==> config.mk <==
export PLATFORM = sky130hd
export DESIGN_NAME = adder_sum_accumulator
export DESIGN_NICKNAME = d
export VERILOG_FILES = /design/src/rtl/adder_sum_accumulator.sv
export SDC_FILE = /design/constraint.sdc
export NUM_CORES = 1
export LEC_CHECK = 0
export BUFFER_PORTS_ARGS = -buffer_cell sky130_fd_sc_hd__buf_4
export CAP_MARGIN = 20
export CORE_UTILIZATION = 25
export CTS_CLUSTER_SIZE = 16
export DETAILED_ROUTE_END_ITERATION = 6
export RECOVER_POWER = 25
export SETUP_SLACK_MARGIN = 0.02
export SLEW_MARGIN = 20
export SYNTH_ARGS = -nofsm -noshare
export SYNTH_HDL_FRONTEND = slang
export SYNTH_SLANG_ARGS = --single-unit
==> constraint.sdc <==
create_clock -name clk -period 1.9 [get_ports clk]
set_clock_uncertainty 0.15 [all_clocks]
set_input_delay 0.38 -clock clk [delete_from_list [all_inputs] [get_ports clk]]
set_output_delay 0.38 -clock clk [all_outputs]
set_load 0.1 [all_outputs]
==> src/rtl/adder_sum_accumulator.sv <==
// adder_sum_accumulator
//
// Sits downstream of the DW-bit ripple adder. It takes each {carry-out, sum} result over a
// valid/ready handshake and adds a programmable number of them into a running total. The
// finished block total is then held on an output handshake until the consumer takes it.
//
// Optional feature, selected at build time:
//   ADDER_ACC_SAT_EN  defined   : on the first carry out of bit AW-1 the accumulator clamps to
//                                 2^AW-1 and stays there for the rest of the block.
//                     undefined : the accumulator wraps modulo 2^AW.
//   out_ovf is set (sticky per block) in both builds.
//
// Parameters:
//   DW  adder sum width; the operand is DW+1 bits wide ({in_cout, in_sum})
//   AW  accumulator / result width (AW > DW+1)
//   CW  block-length field width; one block holds 1..2^CW samples
//
// Ports:
//   clk        rising-edge clock
//   rst_n      synchronous active-low reset
//   in_valid   adder result present
//   in_ready   block can accept a sample this cycle (decoded from state only)
//   in_sum     adder sum
//   in_cout    adder carry-out, bit DW of the operand
//   len        samples per block, 0 encodes 2^CW; sampled on the first accept of a block
//   out_valid  block total available
//   out_ready  consumer takes the total
//   out_acc    block total
//   out_ovf    accumulation exceeded 2^AW-1 during this block
//   busy       block in progress (not idle)
module adder_sum_accumulator #(
  parameter int unsigned DW = 8,
  parameter int unsigned AW = 12,
  parameter int unsigned CW = 4
) (
  input  logic          clk,
  input  logic          rst_n,
  input  logic          in_valid,
  output logic          in_ready,
  input  logic [DW-1:0] in_sum,
  input  logic          in_cout,
  input  logic [CW-1:0] len,
  output logic          out_valid,
  input  logic          out_ready,
  output logic [AW-1:0] out_acc,
  output logic          out_ovf,
  output logic          busy
);

  typedef enum logic [1:0] {
    StIdle,
    StAccum,
    StDone
  } state_e;

  // Counter and length are one bit wider than the len field so that 2^CW is representable.
  localparam logic [CW:0] LenMax = {1'b1, {CW{1'b0}}};
  localparam logic [CW:0] CntOne = {{CW{1'b0}}, 1'b1};

  state_e        state_q, state_d;
  logic [AW-1:0] acc_q, acc_d;
  logic [CW:0]   cnt_q, cnt_d;
  logic [CW:0]   len_q, len_d;
  logic          ovf_q, ovf_d;

  logic          accept;
  logic [AW-1:0] operand;
  logic [CW:0]   len_eff;
  logic [CW:0]   cnt_inc;
  logic [AW:0]   sum_wide;
  logic          carry;
  logic [AW-1:0] acc_step;

  assign operand = {{(AW-DW-1){1'b0}}, in_cout, in_sum};
  assign len_eff = (len == '0) ? LenMax : {1'b0, len};
  assign cnt_inc = cnt_q + CntOne;

  // Bit AW of the widened sum is the carry that marks overflow.
  assign sum_wide = {1'b0, acc_q} + {1'b0, operand};
  assign carry    = sum_wide[AW];

`ifdef ADDER_ACC_SAT_EN
  // Once the block has overflowed it stays clamped, whatever is added later.
  assign acc_step = (ovf_q | carry) ? {AW{1'b1}} : sum_wide[AW-1:0];
`else
  assign acc_step = sum_wide[AW-1:0];
`endif

  // in_ready is a pure state decode; it never looks at in_valid or out_ready.
  always_comb begin
    in_ready  = 1'b0;
    out_valid = 1'b0;
    busy      = 1'b1;
    unique case (state_q)
      StIdle: begin
        in_ready = 1'b1;
        busy     = 1'b0;
      end
      StAccum: in_ready = 1'b1;
      StDone:  out_valid = 1'b1;
      default: begin
        in_ready = 1'b0;
        busy     = 1'b1;
      end
    endcase
  end

  assign accept = in_valid & in_ready;

  always_comb begin
    state_d = state_q;
    acc_d   = acc_q;
    cnt_d   = cnt_q;
    len_d   = len_q;
    ovf_d   = ovf_q;
    unique case (state_q)
      StIdle: begin
        if (accept) begin
          len_d   = len_eff;
          acc_d   = operand;
          cnt_d   = CntOne;
          ovf_d   = 1'b0;
          state_d = (len_eff == CntOne) ? StDone : StAccum;
        end
      end
      StAccum: begin
        if (accept) begin
          acc_d = acc_step;
          cnt_d = cnt_inc;
          ovf_d = ovf_q | carry;
          if (cnt_inc == len_q) begin
            state_d = StDone;
          end
        end
      end
      StDone: begin
        if (out_ready) begin
          state_d = StIdle;
          acc_d   = '0;
          cnt_d   = '0;
          ovf_d   = 1'b0;
        end
      end
      default: begin
        state_d = StIdle;
        acc_d   = '0;
        cnt_d   = '0;
        ovf_d   = 1'b0;
      end
    endcase
  end

  always_ff @(posedge clk) begin
    if (!rst_n) begin
      state_q <= StIdle;
      acc_q   <= '0;
      cnt_q   <= '0;
      len_q   <= '0;
      ovf_q   <= 1'b0;
    end else begin
      state_q <= state_d;
      acc_q   <= acc_d;
      cnt_q   <= cnt_d;
      len_q   <= len_d;
      ovf_q   <= ovf_d;
    end
  end

  // Driven straight from registers so the total stays put while the consumer stalls.
  assign out_acc = acc_q;
  assign out_ovf = ovf_q;

endmodule
# --- Word level (Yosys, flattened, before mapping) ---
# Cells that the tools add are included.
word_totals:
  ff_bits: 25
  in_bits: 17
  output_inout_bits: 16
op_classes:
  bitwise_logic: 2
  eq_ne: 8
  reduce_logical: 6
  n_addsub: 2
  mux: 22
ops:
  columns: ["op", "count"]
  rows:
  - ["12-bit 2-to-1 mux", 3]
  - ["12-bit one-hot mux with 3 select lines", 1]
  - ["5-bit 2-to-1 mux", 4]
  - ["5-bit one-hot mux with 3 select lines", 1]
  - ["12-bit by 9-bit adder with 13-bit output", 1]
  - ["2-bit 2-to-1 mux", 5]
  - ["2-bit inequality test (second input constant)", 4]
  - ["1-bit 2-to-1 mux", 6]
  - ["2-bit one-hot mux with 3 select lines", 1]
  - ["5-bit by 1-bit adder with 5-bit output (second input constant)", 1]
  - ["5-bit by 1-bit equality test with 1-bit output (second input constant)", 1]
  - ["5-bit equality test", 1]
  - ["4-bit zero test", 1]
  - ["4-bit AND reduction", 1]
  - ["1-bit one-hot mux with 3 select lines", 1]
  - ["3-bit AND reduction", 1]
  - ["2-bit by 1-bit equality test with 1-bit output (second input constant)", 1]
  - ["2-bit equality test (second input constant)", 1]
  - ["2-bit zero test", 1]
  - ["2-bit AND reduction", 1]
  - ["2-bit OR reduction", 1]
  - ["1-bit bitwise AND", 1]
  - ["1-bit OR", 1]

# --- Depth between registers and ports, before layout ---
depth:
  depth_word: 6
  ltp_mapped: 8
  ltp_nobuf: 8

# --- Least setup slack after synthesis ---
# OpenSTA, ideal clock, no wires.
synth_timing:
  path_kind: "flip-flop to output port"
  start: "register state_q[1]"
  end: "output port out_valid"
  path_stages_with_launch: 4
  required_ns: 1.370
  n_path_buf: 1
  arrival_time_ns: 2.354
  slack_ns: -0.984
  path_cell_list: "dfxtp_1 -> buf_2 -> inv_1 -> nor2_1"
synth_between:
  elab_chain_cells: 2
synth_lines:
  columns: ["item", "line_no", "rtl"]
  rows:
  - ["start, declared", "60", "state_e state_q, state_d;"]
  - ["start signal, assigned", "155", "state_q <= StIdle;"]
  - ["start signal, assigned", "161", "state_q <= state_d;"]
  - ["2-bit equality test", "94", "unique case (state_q)"]
  - ["1-bit 2-to-1 mux", "94", null]
  - ["end, declared", "43", "output logic out_valid,"]
# No other way between the ends.

# --- Final worst setup path ---
layout_timing:
  start: "register acc_q[0] (netlist: out_acc[0])"
  end: "register acc_q[10] (netlist: out_acc[10])"
layout_between:
  elab_chain_cells: 3
layout_lines:
  columns: ["item", "line_no", "rtl"]
  rows:
  - ["start, declared", "61", "logic [AW-1:0] acc_q, acc_d;"]
  - ["start signal, assigned", "156", "acc_q <= '0;"]
  - ["start signal, assigned", "162", "acc_q <= acc_d;"]
  - ["12-bit by 9-bit adder with 13-bit output", "79", "assign sum_wide = {1'b0, acc_q} + {1'b0, operand};"]
  - ["12-bit 2-to-1 mux", "127", "if (accept) begin"]
  - ["12-bit one-hot mux with 3 select lines", "116", "unique case (state_q)"]
# No other way between the ends. The select of a mux whose other input is x is not followed.
# A chain may end at the register's enable or synchronous reset.

==> out/qor.log <==
INFO  outcome        run_status=finished, violations left
INFO  outcome        violations=negative setup slack
INFO  logic_synthesis yosys-top-cells-count=sky130_fd_sc_hd__nor2_1, sky130_fd_sc_hd__dfxtp_1, sky130_fd_sc_hd__a21oi_1, sky130_fd_sc_hd__o21ai_0
INFO  logic_synthesis synth_cell_types=51
INFO  cells_and_area ratio_of_cells_with_drive_above_1_in_the_final_layout=41.5%
INFO  sta            period_minus_slack=1.93ns
INFO  worst_setup_path cpMaxStageDelayCell=sky130_fd_sc_hd__dfxtp_4
INFO  clocking       cts.root.buffer_cell=sky130_fd_sc_hd__clkbuf_8
INFO  logic_synthesis synth_top_area_share=28.9%
INFO  logic_synthesis synthTopCellsByArea=sky130_fd_sc_hd__dfxtp_1, sky130_fd_sc_hd__ha_1, sky130_fd_sc_hd__a21oi_1
INFO  hold_path      hold_path.class=input port to flip-flop
INFO  logic_synthesis synth_top_family_by_area=compound AO/OA/AOI/OAI gates
INFO  die            num_io_pins=33
INFO  logic_synthesis synth_largest_area_cell=sky130_fd_sc_hd__dfxtp_1
INFO  sta            setup_repair_after_global_routing_missed_its_margin=yes
INFO  logic_synthesis asyncSetResetFlopFracSynth=0%
INFO  clocking       cts_inserted_buffers=3
INFO  worst_setup_path crit_type=flip-flop to flip-flop
INFO  place          placed_cells=353
INFO  sta            achievable-frequency=0.519GHz
INFO  die            dieArea=0.00726mm2
INFO  global_routing use_met1=18.9%
INFO  die            fp.dieH=85.2um
INFO  die            initial_cell_density_of_the_core=26.5%
INFO  clocking       clock_insertion_delay_worst_skew=0.28ns
INFO  logic_synthesis synth-warning-count=0
INFO  global_routing global_route.overflow_total=0
INFO  global_routing grt_pass1_vias=1743
INFO  clocking       tritoncts_clock_tree=yes
INFO  sta            finalWorstSetupSlack=-0.0282ns
INFO  die            rows=29
INFO  clocking       cts_max_path_buffers=2
INFO  logic_synthesis share_of_the_synthesized_netlist_area_taken_by_xor_and_xnor_gates=4.05%
INFO  logic_synthesis post_synthesis_mux_area_share=5.27%
INFO  sta            worstMarginPinSlew=0.543ns
INFO  global_routing groute.layer.met3.usage=2.53%
INFO  pwr            power_per_cell_area=681mW/mm2
INFO  cells_and_area antenna_cells=0
INFO  logic_synthesis count_of_flip_flops_with_a_built_in_enable_after_synthesis=0
INFO  global_routing grt_usage=14.5%
INFO  sta            finalSetupViolations=2
INFO  logic_synthesis synth.ff_latch_count=25
INFO  place          postPlaceCellArea=0.00244mm2
INFO  worst_setup_path critical_path.cell_chain=ha_4 -> inv_2 -> fa_2 -> nor2b_4 -> o31a_4 -> o21ai_1 -> a31o_2 -> nor3b_1
INFO  logic_synthesis synthesis.area=0.00173mm2
INFO  logic_synthesis postSynthCellCount=217
INFO  detailed_routing via_cell_ratio=5.01
INFO  sta            hold_viol_final=0
INFO  pwr            power.total=0.00176W
INFO  detailed_routing detailedRoute.firstPassIterationCount=4
INFO  logic_synthesis compound_gate_portion_of_the_synthesized_area=26.9%
INFO  worst_setup_path cp_max_fo=4
INFO  worst_setup_path worst_ep_required_time=1.95ns
INFO  place          finalWeightedCongestion=0.791
INFO  detailed_routing dr.first_iter.drc_count=75
INFO  logic_synthesis syn-num-nets=245
INFO  detailed_routing remaining_drc_errors=0
INFO  logic_synthesis syn_avg_cell_area=7.98um2
INFO  die            chipWidth=85.2um
INFO  place          post-dp-hpwl=3910um
INFO  sta            maxSlewHeadroom=64.0%
INFO  logic_synthesis synth_simple_gate_area_share=22.3%
INFO  worst_setup_path crit_startpoint=out_acc[0]$_SDFFE_PN0P_
INFO  global_routing grt_start_max_net_pins=16
INFO  global_routing top_usage_layer=met2
INFO  global_routing antenna_found_initial=0
INFO  worst_setup_path worst_path_largest_cell_delay=0.36ns
INFO  sta            fin_crit_sh=101%
INFO  pwr            ir_drop=0.343mV
INFO  logic_synthesis synth-seq-area-share=28.9%
INFO  worst_setup_path crit_family=compound AO/OA/AOI/OAI gates
INFO  detailed_routing drt_wl_total=5090um
INFO  detailed_routing routedWlPerCell=14.1um
INFO  detailed_routing ant_nets=0
INFO  logic_synthesis synth_top_flop_cell=sky130_fd_sc_hd__dfxtp_1
INFO  sta            timing.final.max_slew_violations=0
INFO  place          io_buffer_count=32
INFO  logic_synthesis synth_fa_ha_area_share=8.38%
INFO  global_routing grt_first_pass_wirelength=8390um
INFO  worst_setup_path worst_ep_arrival_time=1.98ns
INFO  sta            hold_slack=0.207ns
INFO  clocking       clk_transition_reported_paths=0.10ns
INFO  global_routing grtUsageMet2=24.8%
INFO  cells_and_area layoutNonFillerInstCount=361
INFO  run            drv.max_cap_violation_count=0
INFO  pwr            power.leakage=1.06nW
INFO  logic_synthesis yosys.cell_count.top_type=sky130_fd_sc_hd__nor2_1
INFO  worst_setup_path setup.worst_path.end_class=flip-flop
INFO  worst_setup_path rr_startpoint=out_acc[0]$_SDFFE_PN0P_
INFO  cells_and_area number_of_nets_in_the_finished_design=313
INFO  cells_and_area finalInstanceArea=0.00258mm2
INFO  clocking       h-tree-depth=1
INFO  detailed_routing routed-via-count=1810
INFO  worst_setup_path timing.critical_path.from_type=flip-flop
INFO  clocking       clock_sink_count=25
INFO  cells_and_area syn2layout_area_growth=49.1%
INFO  sta            setup-tns-final=-0.0305ns
INFO  die            core_area=0.00653mm2
INFO  hold_path      hp-start=len[3]
INFO  worst_setup_path cp_num_buf_inv=1
layout make-up:
class	count	area [um2]
Clock buffer	3	41.3
Clock inverter	1	6.26
Fill cell	672	3950
Inverter	11	45.0
Multi-Input combinational cell	174	1340
Sequential cell	25	536
Tap cell	77	96.3
Timing Repair Buffer	70	517
state kept, by name (all words and copies together), names as in the netlist:
| signal | cells |
|---|---|
| cnt_q | 5 |
| len_q | 5 |
| out_acc | 12 |
| out_ovf | 1 |
| state_q | 2 |
worst paths after layout:
path	endpoint	cells after the start	slack [ns]
setup / recovery	out_acc[10]$_SDFFE_PN0P_	8	-0.03
hold / removal	len_q[3]$_SDFFE_PN0P_	3	0.21
setup reg to reg	out_acc[10]$_SDFFE_PN0P_	8	-0.03
hold reg to reg	out_ovf$_SDFFE_PN0P_	2	0.32
placed cells by master (no fill, tap or decap), types with 6 or more instances in the layout:
cell,count
sky130_fd_sc_hd__dfxtp_4,9
sky130_fd_sc_hd__a21oi_1,19
sky130_fd_sc_hd__buf_4,59
sky130_fd_sc_hd__dfxtp_1,15
sky130_fd_sc_hd__nor2_1,26
sky130_fd_sc_hd__mux2i_1,8
sky130_fd_sc_hd__nand2_1,11
sky130_fd_sc_hd__nor3_1,11
sky130_fd_sc_hd__o21ai_0,9
sky130_fd_sc_hd__clkbuf_2,8
sky130_fd_sc_hd__inv_1,7
sky130_fd_sc_hd__ha_4,6
routing by layer:
layer  up-vias  routed length (um)
li1        932                   -
met1       841                2360
met2        31                2460
met3         6                 201
met4         0                  68
met5         -                   0
repair_timing:
item | in CTS | in global routing
resized for setup | 3 | 17
hold buffers | 0 | 0
endpoints found under the hold margin | 0 | 0
pin swaps | 6 | 9
buffers inserted | 2 | 2
endpoints found under the setup margin | 6 | 15
per-stage QoR:
step                util (%)  setup slack, ns
CTS                     38.5         -0.00151
detailed placement      37.3           -0.202
global placement        37.3           -0.175
finish                  39.5          -0.0282
floorplan                  -           -0.217
global route            39.5           -0.117
tightest hold or removal path: stages:
cell and delay [ns]:
sky130_fd_sc_hd__buf_4 0.09, sky130_fd_sc_hd__mux2i_1 0.06, sky130_fd_sc_hd__nor2_1 0.07
power breakdown:
group	total [W]	internal, W	switching [W]
clock network	0.000343	0.000150	0.000192
logic	0.000819	0.000325	0.000494
registers	0.000596	0.000559	0.0000376
total	0.00176	0.00103	0.000724
logic make-up after synthesis:
logic type,after synthesis
AOI/OAI and AO/OA,69
xor gates and xnor gates,8
adders and majority gates,11
buffers and inverters,18
DFF,25
muxes,9
and+or+nand+nor,77
Note: power is estimated with default switching activity, not from simulation.
